--- src/rtl/sum_bcd_display.sv ---
// Captures a 5-bit sum, converts it to two BCD digits with a sequential
// double-dabble engine, and scans them onto a 2-digit common-anode display.
module sum_bcd_display #(
    parameter int REFRESH_CYCLES = 100000,
    parameter bit LEADING_BLANK  = 1'b1
) (
    input  logic       clk,
    input  logic       rst,
    input  logic [4:0] sum_in,
    input  logic       load,
    output logic       busy,
    output logic       done,
    output logic [3:0] tens,
    output logic [3:0] ones,
    output logic [6:0] seg,
    output logic [1:0] an
);

    localparam int CW = (REFRESH_CYCLES > 1) ? $clog2(REFRESH_CYCLES) : 1;

    typedef enum logic [1:0] {IDLE, SHIFT, UPDATE} state_t;

    state_t     state, state_next;
    logic [4:0] shift_reg, shift_next;
    logic [7:0] scratch, scratch_next;
    logic [2:0] count, count_next;
    logic [3:0] tens_next, ones_next;
    logic       busy_next, done_next;
    logic [3:0] adj_hi, adj_lo;

    logic [CW-1:0] refresh_cnt;
    logic          digit_sel;

    always_ff @(posedge clk or posedge rst) begin
        if (rst) begin
            state     <= IDLE;
            shift_reg <= '0;
            scratch   <= '0;
            count     <= '0;
            tens      <= '0;
            ones      <= '0;
            busy      <= 1'b0;
            done      <= 1'b0;
        end else begin
            state     <= state_next;
            shift_reg <= shift_next;
            scratch   <= scratch_next;
            count     <= count_next;
            tens      <= tens_next;
            ones      <= ones_next;
            busy      <= busy_next;
            done      <= done_next;
        end
    end

    // Digits are only published in UPDATE, so the display never sees a partial result.
    always_comb begin
        state_next   = state;
        shift_next   = shift_reg;
        scratch_next = scratch;
        count_next   = count;
        tens_next    = tens;
        ones_next    = ones;
        busy_next    = busy;
        done_next    = 1'b0;
        adj_hi       = (scratch[7:4] >= 4'd5) ? scratch[7:4] + 4'd3 : scratch[7:4];
        adj_lo       = (scratch[3:0] >= 4'd5) ? scratch[3:0] + 4'd3 : scratch[3:0];
        case (state)
            IDLE: begin
                if (load) begin
                    shift_next   = sum_in;
                    scratch_next = '0;
                    count_next   = '0;
                    busy_next    = 1'b1;
                    state_next   = SHIFT;
                end
            end
            SHIFT: begin
                {scratch_next, shift_next} = {adj_hi, adj_lo, shift_reg} << 1;
                count_next = count + 3'd1;
                if (count == 3'd4) begin
                    state_next = UPDATE;
                end
            end
            UPDATE: begin
                tens_next  = scratch[7:4];
                ones_next  = scratch[3:0];
                done_next  = 1'b1;
                busy_next  = 1'b0;
                state_next = IDLE;
            end
            default: begin
                state_next = IDLE;
            end
        endcase
    end

    always_ff @(posedge clk or posedge rst) begin
        if (rst) begin
            refresh_cnt <= '0;
            digit_sel   <= 1'b0;
        end else if (refresh_cnt == CW'(REFRESH_CYCLES - 1)) begin
            refresh_cnt <= '0;
            digit_sel   <= ~digit_sel;
        end else begin
            refresh_cnt <= refresh_cnt + CW'(1);
        end
    end

    function automatic logic [6:0] decode(input logic [3:0] d);
        case (d)
            4'd0:    decode = 7'b1000000;
            4'd1:    decode = 7'b1111001;
            4'd2:    decode = 7'b0100100;
            4'd3:    decode = 7'b0110000;
            4'd4:    decode = 7'b0011001;
            4'd5:    decode = 7'b0010010;
            4'd6:    decode = 7'b0000010;
            4'd7:    decode = 7'b1111000;
            4'd8:    decode = 7'b0000000;
            4'd9:    decode = 7'b0010000;
            default: decode = 7'b1111111;
        endcase
    endfunction

    always_comb begin
        an  = 2'b10;
        seg = decode(ones);
        if (digit_sel) begin
            seg = decode(tens);
            an  = (LEADING_BLANK && tens == 4'd0) ? 2'b11 : 2'b01;
        end
    end

endmodule

--- config.mk ---
export PLATFORM = sky130hd
export DESIGN_NAME = sum_bcd_display
export DESIGN_NICKNAME = d
export VERILOG_FILES = /design/src/rtl/sum_bcd_display.sv
export SDC_FILE = /design/constraint.sdc
export NUM_CORES = 1
export LEC_CHECK = 0
export CAP_MARGIN = 20
export CORE_UTILIZATION = 45
export CTS_CLUSTER_SIZE = 10
export DETAILED_ROUTE_END_ITERATION = 10
export DONT_BUFFER_PORTS = 1
export PLACE_DENSITY_LB_ADDON = 0.1
export REMOVE_ABC_BUFFERS = 1
export SLEW_MARGIN = 30
export SYNTH_ARGS = -nofsm -noshare
export SYNTH_HDL_FRONTEND = slang
export SYNTH_SLANG_ARGS = --single-unit
export TNS_END_PERCENT = 30
--- constraint.sdc ---
create_clock -name clk -period 4.6 [get_ports clk]
set_input_delay 0.92 -clock clk [delete_from_list [all_inputs] [get_ports clk]]
set_output_delay 0.92 -clock clk [all_outputs]
set_load 0.02 [all_outputs]
* Word level (Yosys, flattened, before mapping)
Memory sizes are Yosys's and may differ from the RTL's. Index checks and enable logic that the tools add are counted.
Word-level totals: bits in read-only memories 224, register bits after elaboration 46, output and inout bits 19, input bits 8, memories kept 2, word-level logic and storage cells 50
Memories:
- (name not given) | depth 16, bits a word 7, rd ports 1, clocked after Yosys merged registers in 0, write ports 0, line 111 | case (d)
- (name not given) | depth 16, bits a word 7, rd ports 1, clocked after Yosys merged registers in 0, write ports 0, line 111
Cells by class: eq/ne operators 6, $add $sub $neg 4, muxes and demuxes 18, order comparisons 2, bitwise operators 1, reduce and logical (&&, ||, !) cells 7
Operators with widths (count):
- 17-bit by 1-bit adder with 17-bit output, second input constant | 1
- 17-bit == test, second input constant | 1
- 17-bit two-way mux | 1
- 8-bit case mux with 2 select lines | 1
- 5-bit case mux with 2 select lines | 1
- 4-bit by 3-bit >= comparator with 1-bit output, second input constant | 2
- 2-bit two-way mux | 4
- 8-bit two-way mux | 1
- 7-bit two-way mux | 1
- 3-bit two-way mux | 2
- 3-bit case mux with 2 select lines | 1
- 2-bit AND reduction | 3
- 5-bit two-way mux | 1
- 4-bit by 2-bit adder with 4-bit output, second input constant | 1
- 4-bit zero test | 1
- 4-bit two-way mux | 1
- 2-bit inequality test, second input constant | 2
- 2-bit case mux with 2 select lines | 1
- 2-bit nonzero test | 2
- 3-bit by 1-bit adder with 3-bit output, second input constant | 1
- 3-bit by 2-bit adder with 3-bit output, second input constant | 1
- 3-bit == test, second input constant | 1
- 2-bit by 1-bit == test with 1-bit output, second input constant | 1
- 2-bit == test, second input constant | 1
- other kinds (4) | 5

* Logic depth before layout (Yosys ltp)
depth in word-level cells 3, gate-level depth with buffers 6

* Worst setup path after synthesis
OpenSTA, ideal clock, no wires.
path type reg-to-output, start register ones[1], end output seg[3], data required time 3.680 ns, stages on the path, launching flop included 7, arrival time 1.527 ns, slack 2.153 ns, cell sequence dfrtp_1 inv_1 ha_1 or2_2 a21oi_1 nor2_1 o22a_1
Between the ends: cells in the longest elaborated chain, start to end 2
Ends and longest elaborated chain:
- from (decl) | line 14 | output logic [3:0] ones,
- from (signal assigned) | line 50 | ones <= ones_next;
- memory read 16 x 7 bit
- 7-bit two-way mux | line 129 | if (digit_sel) begin
- to (decl) | line 15 | output logic [6:0] seg,
Every way passes these cells.

* Final worst setup path
start register ones[0], end output seg[4]
The elaborated chain is that of the path after synthesis.

==> results_dict.tcl <==
set metrics [dict create \
    status "finished, final reports clean" \
    worst_ep_required_time_ns 3.68 \
    placed_area_mm2 0.002600 \
    worstRegToRegCells 4 \
    fin_crit_sh_pct 63.46 \
    clkSlewWorstSetupHoldPaths_ns 0.10 \
    grt_use_total_pct 16.66 \
    tns_ns 0 \
    reg2reg_to "digit_sel" \
    report.final.hold_viol_count 0 \
    final_nets 281 \
    first_pass_iters 4 \
    clock-sinks 46 \
    worstPathArrival_ns 2.00 \
    core-area_mm2 0.005270 \
    viasPerCell 5.343 \
    ys_warn_count 0 \
    syn-cell-area_mm2 0.002536 \
    rsz0062_at_grt "false" \
    syn_area_per_cell_um2 9.907 \
    grt_overflow 0 \
    ctsHoldBuffers 0 \
    synthFlopType "dfrtp_1" \
    worst_pin_slew_ns 0.7106 \
    finish.cell_count_without_fillers 327 \
    p_seq_share_pct 40.9 \
    holdPathStages 2 \
    synth_top_area_share_pct 45.39 \
    fp.dieW_um 77.08 \
    grt_pass1_wl_um 7948 \
    drc 0 \
    use_met2_pct 25.98 \
    routedWlPerCell_um 13.59 \
    max_freq_mhz 342.6 \
    vias 1747 \
    synth_adder_area_share_pct 8.387 \
    async_flop_share_pct 100.0 \
    cts_inserted_buffers 5 \
    initial_core_util_pct 48.12 \
    first_iter_violations 57 \
    p_per_area_mw_per_mm2 602.2 \
    synth_top_family_by_area "simple AND/OR/NAND/NOR gates" \
    grt_start_max_net_pins 47 \
    cts.htree.levels 2 \
    antenna_left 0 \
    regToRegSetupSlack_ns 2.63 \
    synth-compound-area-share_pct 12.53 \
    maxCapViolCount 0 \
    gr-max-usage-layer "met2" \
    antennaDiodeCount 0 \
    antenna_found_initial 0 \
    p_leak_nw 1.242 \
    period_minus_slack_ns 2.919 \
    placed_cells 319 \
    synth_area_leaders "dfrtp_1 45%, ha_1 8.4%, mux2i_1 3.6%" \
    dieHeight_um 77.08 \
    slew_violations 0 \
    holdPathEnd "shift_reg[3]" \
    layout_common_cells "46 x dfrtp_1, 22 x nand2_1, 18 x o21ai_0" \
    use_met3_pct 4.048 \
    cts_tree "done" \
    path_class "reg2out" \
    synth_edf_count 0 \
    utilization_pct 51.50 \
    fin_skew_ns 0.01341 \
    rows 26 \
    dieArea_mm2 0.005941 \
    drive_above_1_share_pct 8.171 \
    synthSimpleGateAreaFrac_pct 18.80 \
    irDropWorstVdd_mv 0.3098 \
    grt.met1_usage_pct 23.37 \
    regArea_mm2 0.001151 \
    multi_input_area_mm2 0.001291 \
    clk_latency_ns 0.30 \
    synthMuxAreaShare_pct 5.328 \
    synth_cell_type_count 41 \
    pwr-share-clk_pct 18.5 \
    comb_power_share_pct 40.6 \
    fillCellCount 489 \
    routed_wl_um 4445 \
    largest_reg_flops 17 \
    setup_viol 0 \
    postSynthCellCount 256 \
    max-slew-margin-rel_pct 52.22 \
    synth-seq-area-share_pct 45.39 \
    synthXorXnorAreaFrac_pct 5.871 \
    min_from "shift_reg[3]" \
    ys_ff_latch 46 \
    min_path_type "reg2reg" \
    syn_to_final_growth_pct 7.005 \
    end_kind "output pin" \
    cts_resized 0 \
    cts_setup_buffers 0 \
    cp-start-kind "register" \
    clockBufferDepth 2 \
    io_buffers 0 \
    layout_commonest_cell "dfrtp_1" \
    p_int_mw 0.9394 \
    synth_top_cell_by_area "dfrtp_1" \
    netSwitchingFraction_pct 42.52 \
    worstReg2RegStart "refresh_cnt[12]" \
    clockRootBuffer "clkbuf_8" \
    design_area_mm2 0.002714 \
    p_sw_mw 0.6949 \
    grt_pass1_vias 1698 \
    dp_hpwl_um 3089 \
    p_total_mw 1.634 \
    ioPinCount 27 \
    place.gp.congestion 0.7659 \
    crit_fanout 5 \
]
cells by family (layout without fill, tap and decap cells):
logic type,after synthesis,in the layout
xor gates and xnor gates,17,17
muxes,13,13
adders and majority gates,17,17
AOI/OAI and AO/OA,52,52
DFF,46,46
buffers and inverters,24,25
and+or+nand+nor,87,87
cell usage after synthesis (all sizes together) (3+ instances only):
cell / number
and4: 3
nand4: 9
nand3: 10
nand2: 22
clkbuf: 7
o22ai: 3
xnor2: 9
o21ai: 18
xor2: 8
dfrtp: 46
nor2b: 5
ha: 17
mux2: 4
o22a: 3
nand2b: 8
mux2i: 9
a21oi: 15
nor2: 17
o31ai: 4
inv: 16
cell type report:
cell class              count  share of cell area (%)
flip-flops and latches     46                   42.42
multi-input cells         186                   47.58
clock inverters             3                   1.660
repair buffers              1                  0.2766
inverters                  16                   2.305
clock buffers               5                   2.536
well taps                  70                   3.227
metal layers:
layer  wire (um)  part of all wire (%)
met5           0                     0
met3         180                   4.0
met1        2279                    51
met2        1950                    44
met4          34                  0.76
worst max-delay path: stages, from the launching register on:
cell     delay [ns]
dfrtp_1        0.54
inv_1          0.15
ha_1           0.23
mux2i_1        0.14
mux2i_1        0.09
o21ai_0        0.55
how the worst max path moves through the flow:
| stage | slack (ns) | startpoint | end |
|---|---|---|---|
| detailed placement | 2.00 | ones[0] | seg[4] |
| CTS | 1.65 | ones[0] | seg[4] |
| finish | 1.68 | ones[0] | seg[4] |
| global placement | 2.04 | ones[2] | seg[6] |
| global route | 1.48 | ones[0] | seg[4] |
| floorplan | 2.15 | ones[1] | seg[3] |
power by group through the flow:
stage                     registers [mW]  logic [mW]  clock network, mW
after floorplan                    0.646       0.563                  0
after global placement             0.676       0.664                  0
after detailed placement           0.679       0.669                  0
after CTS                          0.670       0.670              0.310
after global routing               0.692       0.767              0.326
final                              0.668       0.664              0.303
per-stage QoR:
| stage | hold slack [ns] | worst slack [ns] |
|---|---|---|
| floorplan | 0.4492 | 2.150 |
| global placement | 0.4633 | 2.038 |
| CTS | 0.4899 | 1.654 |
| detailed placement | 0.4708 | 1.998 |
| global route | 0.5204 | 1.481 |
| finish | 0.4838 | 1.681 |
No activity file was read; power rests on OpenSTA's default activity.
